<file path="src/rtl/pipe_interlock_ctrl_pkg.sv">
// Shared encodings for the decode-stage interlock controller and its MDU sequencer.
package pipe_interlock_ctrl_pkg;

  localparam int REG_ADDR_LEN = 5;

  typedef enum logic [1:0] {
    MDU_NONE = 2'b00,
    MDU_MUL  = 2'b01,
    MDU_DIV  = 2'b10,
    MDU_RSV  = 2'b11
  } mdu_op_e;

  typedef enum logic [1:0] {
    IDLE = 2'd0,
    BUSY = 2'd1,
    DONE = 2'd2
  } mdu_state_e;

endpackage

</file>
<file path="src/rtl/pipe_interlock_ctrl_mdu_seq.sv">
// Multi-cycle MDU sequencer: tracks one multiply/divide from issue to the HI/LO write.
module pipe_interlock_ctrl_mdu_seq
  import pipe_interlock_ctrl_pkg::*;
#(
  parameter int MUL_LAT = 4,
  parameter int DIV_LAT = 33,
  parameter int CNT_W   = 6
) (
  input  logic clock,
  input  logic resetn,
  input  logic start,
  input  logic is_div,
  input  logic div_zero,
  output logic busy,
  output logic hilo_we
);

  if (MUL_LAT < 2 || DIV_LAT < 2 ||
      (MUL_LAT - 1) >= (1 << CNT_W) || (DIV_LAT - 1) >= (1 << CNT_W)) begin : g_param_check
    $error("pipe_interlock_ctrl_mdu_seq: latency parameters out of range for CNT_W");
  end

  // BUSY spans LAT-1 cycles, so the counter is loaded with LAT-2 and DONE adds the last one.
  localparam logic [CNT_W-1:0] MUL_CNT = CNT_W'(MUL_LAT - 2);
  localparam logic [CNT_W-1:0] DIV_CNT = CNT_W'(DIV_LAT - 2);

  mdu_state_e       state, state_next;
  logic [CNT_W-1:0] cnt, cnt_next;
  logic             nodiv, nodiv_next;
  logic             hilo_we_next;

  always_ff @(posedge clock or negedge resetn) begin
    if (!resetn) begin
      state   <= IDLE;
      cnt     <= '0;
      nodiv   <= 1'b0;
      hilo_we <= 1'b0;
    end else begin
      state   <= state_next;
      cnt     <= cnt_next;
      nodiv   <= nodiv_next;
      hilo_we <= hilo_we_next;
    end
  end

  always_comb begin
    state_next   = state;
    cnt_next     = cnt;
    nodiv_next   = nodiv;
    hilo_we_next = 1'b0;
    case (state)
      IDLE: begin
        if (start) begin
          state_next = BUSY;
          cnt_next   = is_div ? DIV_CNT : MUL_CNT;
          nodiv_next = is_div & div_zero;
        end
      end
      BUSY: begin
        if (cnt == '0) begin
          state_next   = DONE;
          // A divide by zero leaves HI/LO untouched.
          hilo_we_next = ~nodiv;
        end else begin
          cnt_next = cnt - 1'b1;
        end
      end
      DONE:    state_next = IDLE;
      default: state_next = IDLE;
    endcase
  end

  assign busy = (state != IDLE);

endmodule

</file>
<file path="src/rtl/pipe_interlock_ctrl.sv">
// Decode-stage interlock: load-use and MDU structural hazards, stall steering and stall accounting.
module pipe_interlock_ctrl
  import pipe_interlock_ctrl_pkg::*;
#(
  parameter int MUL_LAT = 4,
  parameter int DIV_LAT = 33,
  parameter int CNT_W   = 6
) (
  input  logic                    clock,
  input  logic                    resetn,
  input  logic [REG_ADDR_LEN-1:0] rs,
  input  logic [REG_ADDR_LEN-1:0] rt,
  input  logic                    use_rs,
  input  logic                    use_rt,
  input  logic [REG_ADDR_LEN-1:0] ern,
  input  logic                    ewreg,
  input  logic                    em2reg,
  input  logic [1:0]              mdu_op,
  input  logic                    mfhilo,
  input  logic                    div_zero,
  output logic                    wpcir,
  output logic                    dbubble,
  output logic                    mdu_start,
  output logic                    mdu_busy,
  output logic                    hilo_we,
  output logic                    lu_stall,
  output logic                    mdu_stall,
  output logic [31:0]             stall_cycles
);

  logic mdu_req;
  logic stall;

  // The reserved encoding behaves exactly like "no MDU op".
  assign mdu_req = (mdu_op == MDU_MUL) || (mdu_op == MDU_DIV);

  assign lu_stall  = ewreg & em2reg & (ern != '0) &
                     ((use_rs & (ern == rs)) | (use_rt & (ern == rt)));
  assign mdu_stall = mdu_busy & (mfhilo | mdu_req);
  assign stall     = lu_stall | mdu_stall;

  assign wpcir     = ~stall;
  assign dbubble   = stall;
  assign mdu_start = mdu_req & ~stall & ~mdu_busy;

  pipe_interlock_ctrl_mdu_seq #(
    .MUL_LAT (MUL_LAT),
    .DIV_LAT (DIV_LAT),
    .CNT_W   (CNT_W)
  ) u_mdu_seq (
    .clock    (clock),
    .resetn   (resetn),
    .start    (mdu_start),
    .is_div   (mdu_op == MDU_DIV),
    .div_zero (div_zero),
    .busy     (mdu_busy),
    .hilo_we  (hilo_we)
  );

  // Saturating so long-running performance counters never wrap back to a small value.
  always_ff @(posedge clock or negedge resetn) begin
    if (!resetn) begin
      stall_cycles <= '0;
    end else if (stall && (stall_cycles != '1)) begin
      stall_cycles <= stall_cycles + 32'd1;
    end
  end

endmodule

</file>
<file path="config.mk">
export PLATFORM = sky130hd
export DESIGN_NAME = pipe_interlock_ctrl
export DESIGN_NICKNAME = d
export VERILOG_FILES = /design/src/rtl/pipe_interlock_ctrl_pkg.sv /design/src/rtl/pipe_interlock_ctrl_mdu_seq.sv /design/src/rtl/pipe_interlock_ctrl.sv
export SDC_FILE = /design/constraint.sdc
export NUM_CORES = 1
export LEC_CHECK = 0
export CORE_ASPECT_RATIO = 1.25
export CORE_UTILIZATION = 48
export DETAILED_ROUTE_END_ITERATION = 10
export PLACE_DENSITY = 0.9
export SLEW_MARGIN = 15
export SYNTH_ARGS = -nofsm -noshare
export SYNTH_HDL_FRONTEND = slang
export SYNTH_SLANG_ARGS = --single-unit
</file>
<file path="constraint.sdc">
create_clock -name clock -period 2.55 [get_ports clock]
set_input_delay 0.255 -clock clock [delete_from_list [all_inputs] [get_ports clock]]
set_output_delay 0.255 -clock clock [all_outputs]
set_load 0.01 [all_outputs]
</file>
---- After elaboration in Yosys (flattened, before gate mapping) ----
Cells that the tools add are included.
cells by class
  $add $sub $neg .......................... 2
  eq/ne operators ......................... 9
  mux-type cells .......................... 9
  bitwise logic cells ..................... 15
  reduce and logical (&&, ||, !) cells .... 10
operators with widths
  cell                                                                     count
  32-bit by 1-bit adder with 32-bit output, second input constant          1
  32-bit inequality test, second input constant                            1
  6-bit 2-to-1 mux                                                         2
  6-bit one-hot mux with 2 select lines                                    1
  5-bit == test                                                            2
  1-bit AND                                                                9
  6-bit zero test                                                          1
  6-bit by 1-bit subtractor with 6-bit output, second input constant       1
  5-bit 2-to-1 mux                                                         1
  5-bit nonzero test                                                       1
  2-bit by 1-bit == test with 1-bit output, second input constant          2
  2-bit 2-to-1 mux                                                         2
  2-bit inequality test, second input constant                             2
  2-bit one-hot mux with 2 select lines                                    1
  2-bit AND reduction                                                      2
  2-bit nonzero test                                                       2
  1-bit inverter                                                           3
  1-bit OR                                                                 3
  3-bit AND reduction                                                      1
  2-bit == test, second input constant                                     1
  2-bit zero test                                                          1
  1-bit 2-to-1 mux                                                         2
  2-bit by 1-bit inequality test with 1-bit output, second input constant  1
  1-bit logical AND                                                        1
  1-bit logical OR                                                         1
storage, ports and cells
  bits in registers ....................... 42
  input bits .............................. 25
  output and inout port bits .............. 39

---- Longest topological paths before layout ----
  word-level depth ........................ 10
  gate-level depth with buffers ........... 10
  gate-level depth less buffers ........... 8

---- By module ----
A second synthesis with hierarchy kept.
second synthesis, totals
  cells, all modules ...................... 234
  area total of the unflattened synthesis .. 2382.3 um^2
by module, submodules not included
  module                       times used  cells an instance  area an instance (um^2)
  pipe_interlock_ctrl          1           178                1806.7
  pipe_interlock_ctrl_mdu_seq  1           56                 575.6

---- Least setup slack after synthesis ----
OpenSTA, ideal clock, no wires.
  path type ............................... input-to-reg
  start ................................... input port ern[0]
  end ..................................... register u_mdu_seq.cnt[0]
  setup time .............................. 121 ps
  data arrival time ....................... 1741 ps
  required time ........................... 2429 ps
  setup slack ............................. 688 ps
  cell stages on the path ................. 5
  buffers on the path ..................... 0
  cells stage by stage .................... or3_1 o311a_4 a211oi_4 o21ai_2 a22o_1
between the ends
  cells in the longest elaborated chain, start to end .. 10
  elaborated cells between the ends (all ways) .. 14
  those cells by class .................... eq/ne (3); bitwise (9); reduce/logical (2)
RTL lines
  element                            line                               source
  start, declared                    pipe_interlock_ctrl.sv:15          input logic [REG_ADDR_LEN-1:0] ern,
  5-bit == test                      pipe_interlock_ctrl.sv:38          ((use_rs & (ern == rs)) | (use_rt & (ern == rt)));
  1-bit AND                          pipe_interlock_ctrl.sv:38
  1-bit OR                           pipe_interlock_ctrl.sv:38
  1-bit AND *                        pipe_interlock_ctrl.sv:37          assign lu_stall = ewreg & em2reg & (ern != '0) &
  1-bit OR *                         pipe_interlock_ctrl.sv:40          assign stall = lu_stall | mdu_stall;
  1-bit inverter *                   pipe_interlock_ctrl.sv:44          assign mdu_start = mdu_req & ~stall & ~mdu_busy;
  1-bit AND * (2 in a row)           pipe_interlock_ctrl.sv:44
  net mdu_start                      pipe_interlock_ctrl.sv:23          output logic mdu_start,
  2-bit inequality test (no line) *  -
  3-bit AND reduction (no line) *    -
  end signal, assigned               pipe_interlock_ctrl_mdu_seq.sv:40  cnt <= cnt_next;
  end, declared                      pipe_interlock_ctrl_mdu_seq.sv:28  logic [CNT_W-1:0] cnt, cnt_next;
Mark *: on every way through the listed nets, which the timed path passes. The rest lies on a longest branch.
A chain may end at the register's enable or synchronous reset.

---- Worst setup path after layout ----
  start ................................... input port ern[2]
  end ..................................... output port mdu_start
between the ends
  cells in the longest elaborated chain, start to end .. 8
  elaborated cells between the ends (all ways) .. 12
  those cells by class .................... eq/ne (2); bitwise (9); reduce/logical (1)
RTL lines
  element                   line
  5-bit == test             pipe_interlock_ctrl.sv:38
  1-bit AND                 pipe_interlock_ctrl.sv:38
  1-bit OR                  pipe_interlock_ctrl.sv:38
  1-bit AND *               pipe_interlock_ctrl.sv:37
  1-bit OR *                pipe_interlock_ctrl.sv:40
  1-bit inverter *          pipe_interlock_ctrl.sv:44
  1-bit AND * (2 in a row)  pipe_interlock_ctrl.sv:44
  end, declared             pipe_interlock_ctrl.sv:23
Mark *: on every way between the ends. The rest lies on a longest branch, timed or not.

==> impl_metrics.py <==
metrics = {
    "worst_setup_path": {
        "critPathKind": "primary input to output port",
        "worst_r2r_endpoint": "stall_cycles[30]",
        "rrSetupSlack_ns": 0.47,
        "worst_ep_arrival_time_ns": 2.23,
        "crit_buf_inv": 2,
        "crit_required_ns": 2.30,
        "crit_fanout": 4,
        "cp_top_family": "buffers and inverters",
        "reg2reg_from": "stall_cycles[7]",
        "start_kind": "primary input",
        "crit_chain": "clkdlybuf4s50_1 > or3_1 > o311a_4 > a211oi_4 > clkdlybuf4s50_1",
        "critical-path-max-stage-delay_ns": 0.56,
        "critPathMostFrequentCell": "clkdlybuf4s50_1",
        "r2r_cells": 6,
        "critPathCaptureType": "output port",
        "critPathSlowestCell": "clkdlybuf4s50_1",
    },
    "clock_tree": {
        "cts_root_buffer": "clkbuf_8",
        "h-tree-depth": 2,
        "clk_latency_ns": 0.30,
        "cts_buffer_depth": 2,
        "cts_inserted_buffers": 5,
        "clkTransAtPathRegs_ns": 0.08,
        "cts_tree": "yes",
        "ctsHoldBuffers": 0,
        "clkSinkCount": 42,
    },
    "floorplan": {
        "io_pins": 64,
        "start_util_pct": 50.84,
        "core-area_um2": 4459,
        "fp.dieArea_um2": 5004,
        "die_w_um": 63.47,
        "rows": 27,
        "fp.dieH_um": 78.84,
    },
    "synth": {
        "syn_area_um2": 2267,
        "syn_inst": 231,
        "synth_cell_types": 37,
        "synth_warnings": 0,
        "synth_seq_cells": 42,
        "ys_seq_area_share_pct": 46.36,
        "avgSynthCellArea_um2": 9.815,
        "syn-num-nets": 260,
    },
    "route": {
        "ant_nets": 0,
        "wl_um": 5447,
        "drt-vias-per-instance": 5.587,
        "drc_errors": 0,
        "wl_per_cell_um": 15.09,
        "first_pass_iters": 4,
        "drtIter0Drc": 69,
        "vias": 2017,
    },
    "grt": {
        "gr-total-overflow": 0,
        "grt_usage_pct": 23.00,
        "grt_pass1_wl_um": 9032,
        "grt_pass1_vias": 2028,
        "grt_max_degree": 43,
        "antenna_found_initial": 0,
    },
    "timing": {
        "fmax_ghz": 0.4017,
        "finalHoldViolCount": 0,
        "max_slew.worst_pin.slew_ns": 0.9263,
        "setup-tns-final_ns": 0,
        "timing.hold.ws_ns": 0.09917,
        "fin_ws_ns": 0.06065,
        "fin_skew_ns": 0.007564,
        "finalCritPeriodShare_pct": 97.62,
        "final_max_slew_viol_count": 0,
        "finalCriticalPeriod_ns": 2.489,
        "slew-limit-headroom_pct": 38.25,
        "setup_viol": 0,
    },
    "hold_path": {
        "holdCritPathClass": "primary input to async pin",
    },
    "final_layout": {
        "multiInputGateArea_um2": 1117,
        "nNetsFinal": 331,
        "final.fill_count": 363,
        "regArea_um2": 1051,
        "antennaDiodeCount": 0,
        "drive_gt1_share_pct": 8.251,
        "syn_to_final_growth_pct": 36.31,
    },
    "place": {
        "place_congestion": 0.7713,
        "dpl_worst_slack_ns": -0.03665,
        "dp_hpwl_um": 3980,
        "io_buffer_count": 63,
    },
    "pwr": {
        "switchingPower_mw": 0.7665,
        "power.share.switching_pct": 35.44,
        "p_int_mw": 1.396,
        "pwr-share-seq_pct": 41.4,
        "power.density_nw_per_um2": 699.7,
        "p_leak_nw": 1.376,
        "p_clk_share_pct": 20.8,
        "worst_ir_drop_vdd_uv": 379.1,
        "p_comb_share_pct": 37.8,
    },
    "run_status": {
        "status": "finished clean",
    },
    "run": {
        "max-cap-violations": 0,
    },
}
==> state kept, by name (all words and copies together), names as in the netlist <==
name / cells
u_mdu_seq.hilo_we: 1
u_mdu_seq.state: 2
stall_cycles: 32
u_mdu_seq.nodiv: 1
u_mdu_seq.cnt: 6
==> synthesized netlist by cell type, drive strengths merged <==
cell | count | area share [%]
nor2 | 12 | 2.1
o21ai | 3 | 0.83
buf | 4 | 1.4
nand2 | 15 | 2.5
a22o | 1 | 0.39
inv | 16 | 2.6
nand4 | 14 | 3.9
xnor2 | 17 | 6.6
o221ai | 2 | 0.77
nand3b | 1 | 0.33
clkinv | 1 | 0.17
nand3 | 14 | 3.3
or3 | 1 | 0.28
mux2 | 1 | 0.50
nor4 | 10 | 2.8
o311a | 1 | 0.94
and4 | 3 | 1.2
ha | 4 | 2.2
a211oi | 1 | 0.88
xor2 | 24 | 9.3
dfrtp | 42 | 46
nor2b | 1 | 0.28
a31oi | 3 | 0.83
and2 | 2 | 0.55
a2bb2oi | 2 | 0.77
nor3b | 1 | 0.33
or2 | 3 | 0.83
a21oi | 2 | 0.44
clkbuf | 2 | 0.33
o22ai | 3 | 0.83
nand2b | 2 | 0.55
nor3 | 23 | 5.1
==> power groups by stage <==
stage	clock network (mW)	logic [mW]	registers (mW)
after floorplan	0	0.467	0.902
after global placement	0	0.770	0.900
after detailed placement	0	0.807	0.907
after CTS	0.457	0.814	0.895
after global routing	0.489	0.890	0.911
final	0.450	0.817	0.895
==> layout make-up <==
| cell class | count | share of cell area (%) |
|---|---|---|
| multi-input cells | 166 | 36.15 |
| flip-flops and latches | 42 | 34.01 |
| repair buffers | 70 | 22.35 |
| clock buffers | 6 | 2.672 |
| well taps | 58 | 2.348 |
| inverters | 17 | 2.065 |
| clock inverters | 2 | 0.4049 |
==> kinds of logic (layout without fill, tap and decap cells) <==
| logic type | Yosys count | in the layout | synth area share, % |
|---|---|---|---|
| xor+xnor | 41 | 41 | 15.84 |
| simple gates | 102 | 102 | 23.90 |
| flops | 42 | 42 | 46.36 |
| mux | 1 | 1 | 0.4967 |
| compound gates | 18 | 18 | 6.678 |
| fa+ha+maj | 4 | 4 | 2.208 |
| buf+inv | 23 | 95 | 4.525 |
==> metrics by stage <==
step	utilization [%]	std cells	total power, mW	instance area, um2
after floorplan	-	231	1.369	2267
after global placement	67.09	353	1.671	2992
after detailed placement	67.09	353	1.715	2992
after CTS	69.22	361	2.166	3087
after global routing	69.30	361	2.291	3090
final	69.30	361	2.163	3090
==> worst max-delay path by stage <==
stage | startpoint | endpoint | slack, ns | depth (start not counted)
final | ern[2] | mdu_start | 0.06 | 5
after global routing | ern[1] | dbubble | -0.001 | 8
after CTS | ern[2] | wpcir | 0.01 | 5
after detailed placement | mdu_op[0] | wpcir | -0.04 | 8
after global placement | ern[0] | wpcir | 0.08 | 5
after floorplan | ern[0] | u_mdu_seq.cnt[0] | 0.69 | 5
==> timing repair <==
item,CTS,global route
buffers inserted,0,0
setup endpoints to repair,2,2
resized for setup,1,1
==> placed cells by master, fill, tap and decap left out, types with 2 or more instances in the layout <==
cell and count:
o221ai_1 2, inv_1 16, a31oi_1 3, and2_1 2, o22ai_1 3, and4_1 3
nand4_1 14, or2_2 3, xor2_1 24, nor4_1 10, nand2b_1 2, nand3_1 13
buf_4 6, clkbuf_8 6, a2bb2oi_1 2, xnor2_1 17, nand2_1 15, ha_1 4
dfrtp_1 42, nor3_1 23, clkdlybuf4s50_1 62, nor2_1 11
==> metal layers <==
metal	share of wire (%)	vias up	global-route usage (%)
li1	-	957	-
met1	42	996	25.77
met2	53	56	42.13
met3	4.4	8	5.029
met4	1.0	0	8.409
met5	0	-	0
Power figures use the tool's default switching activity.
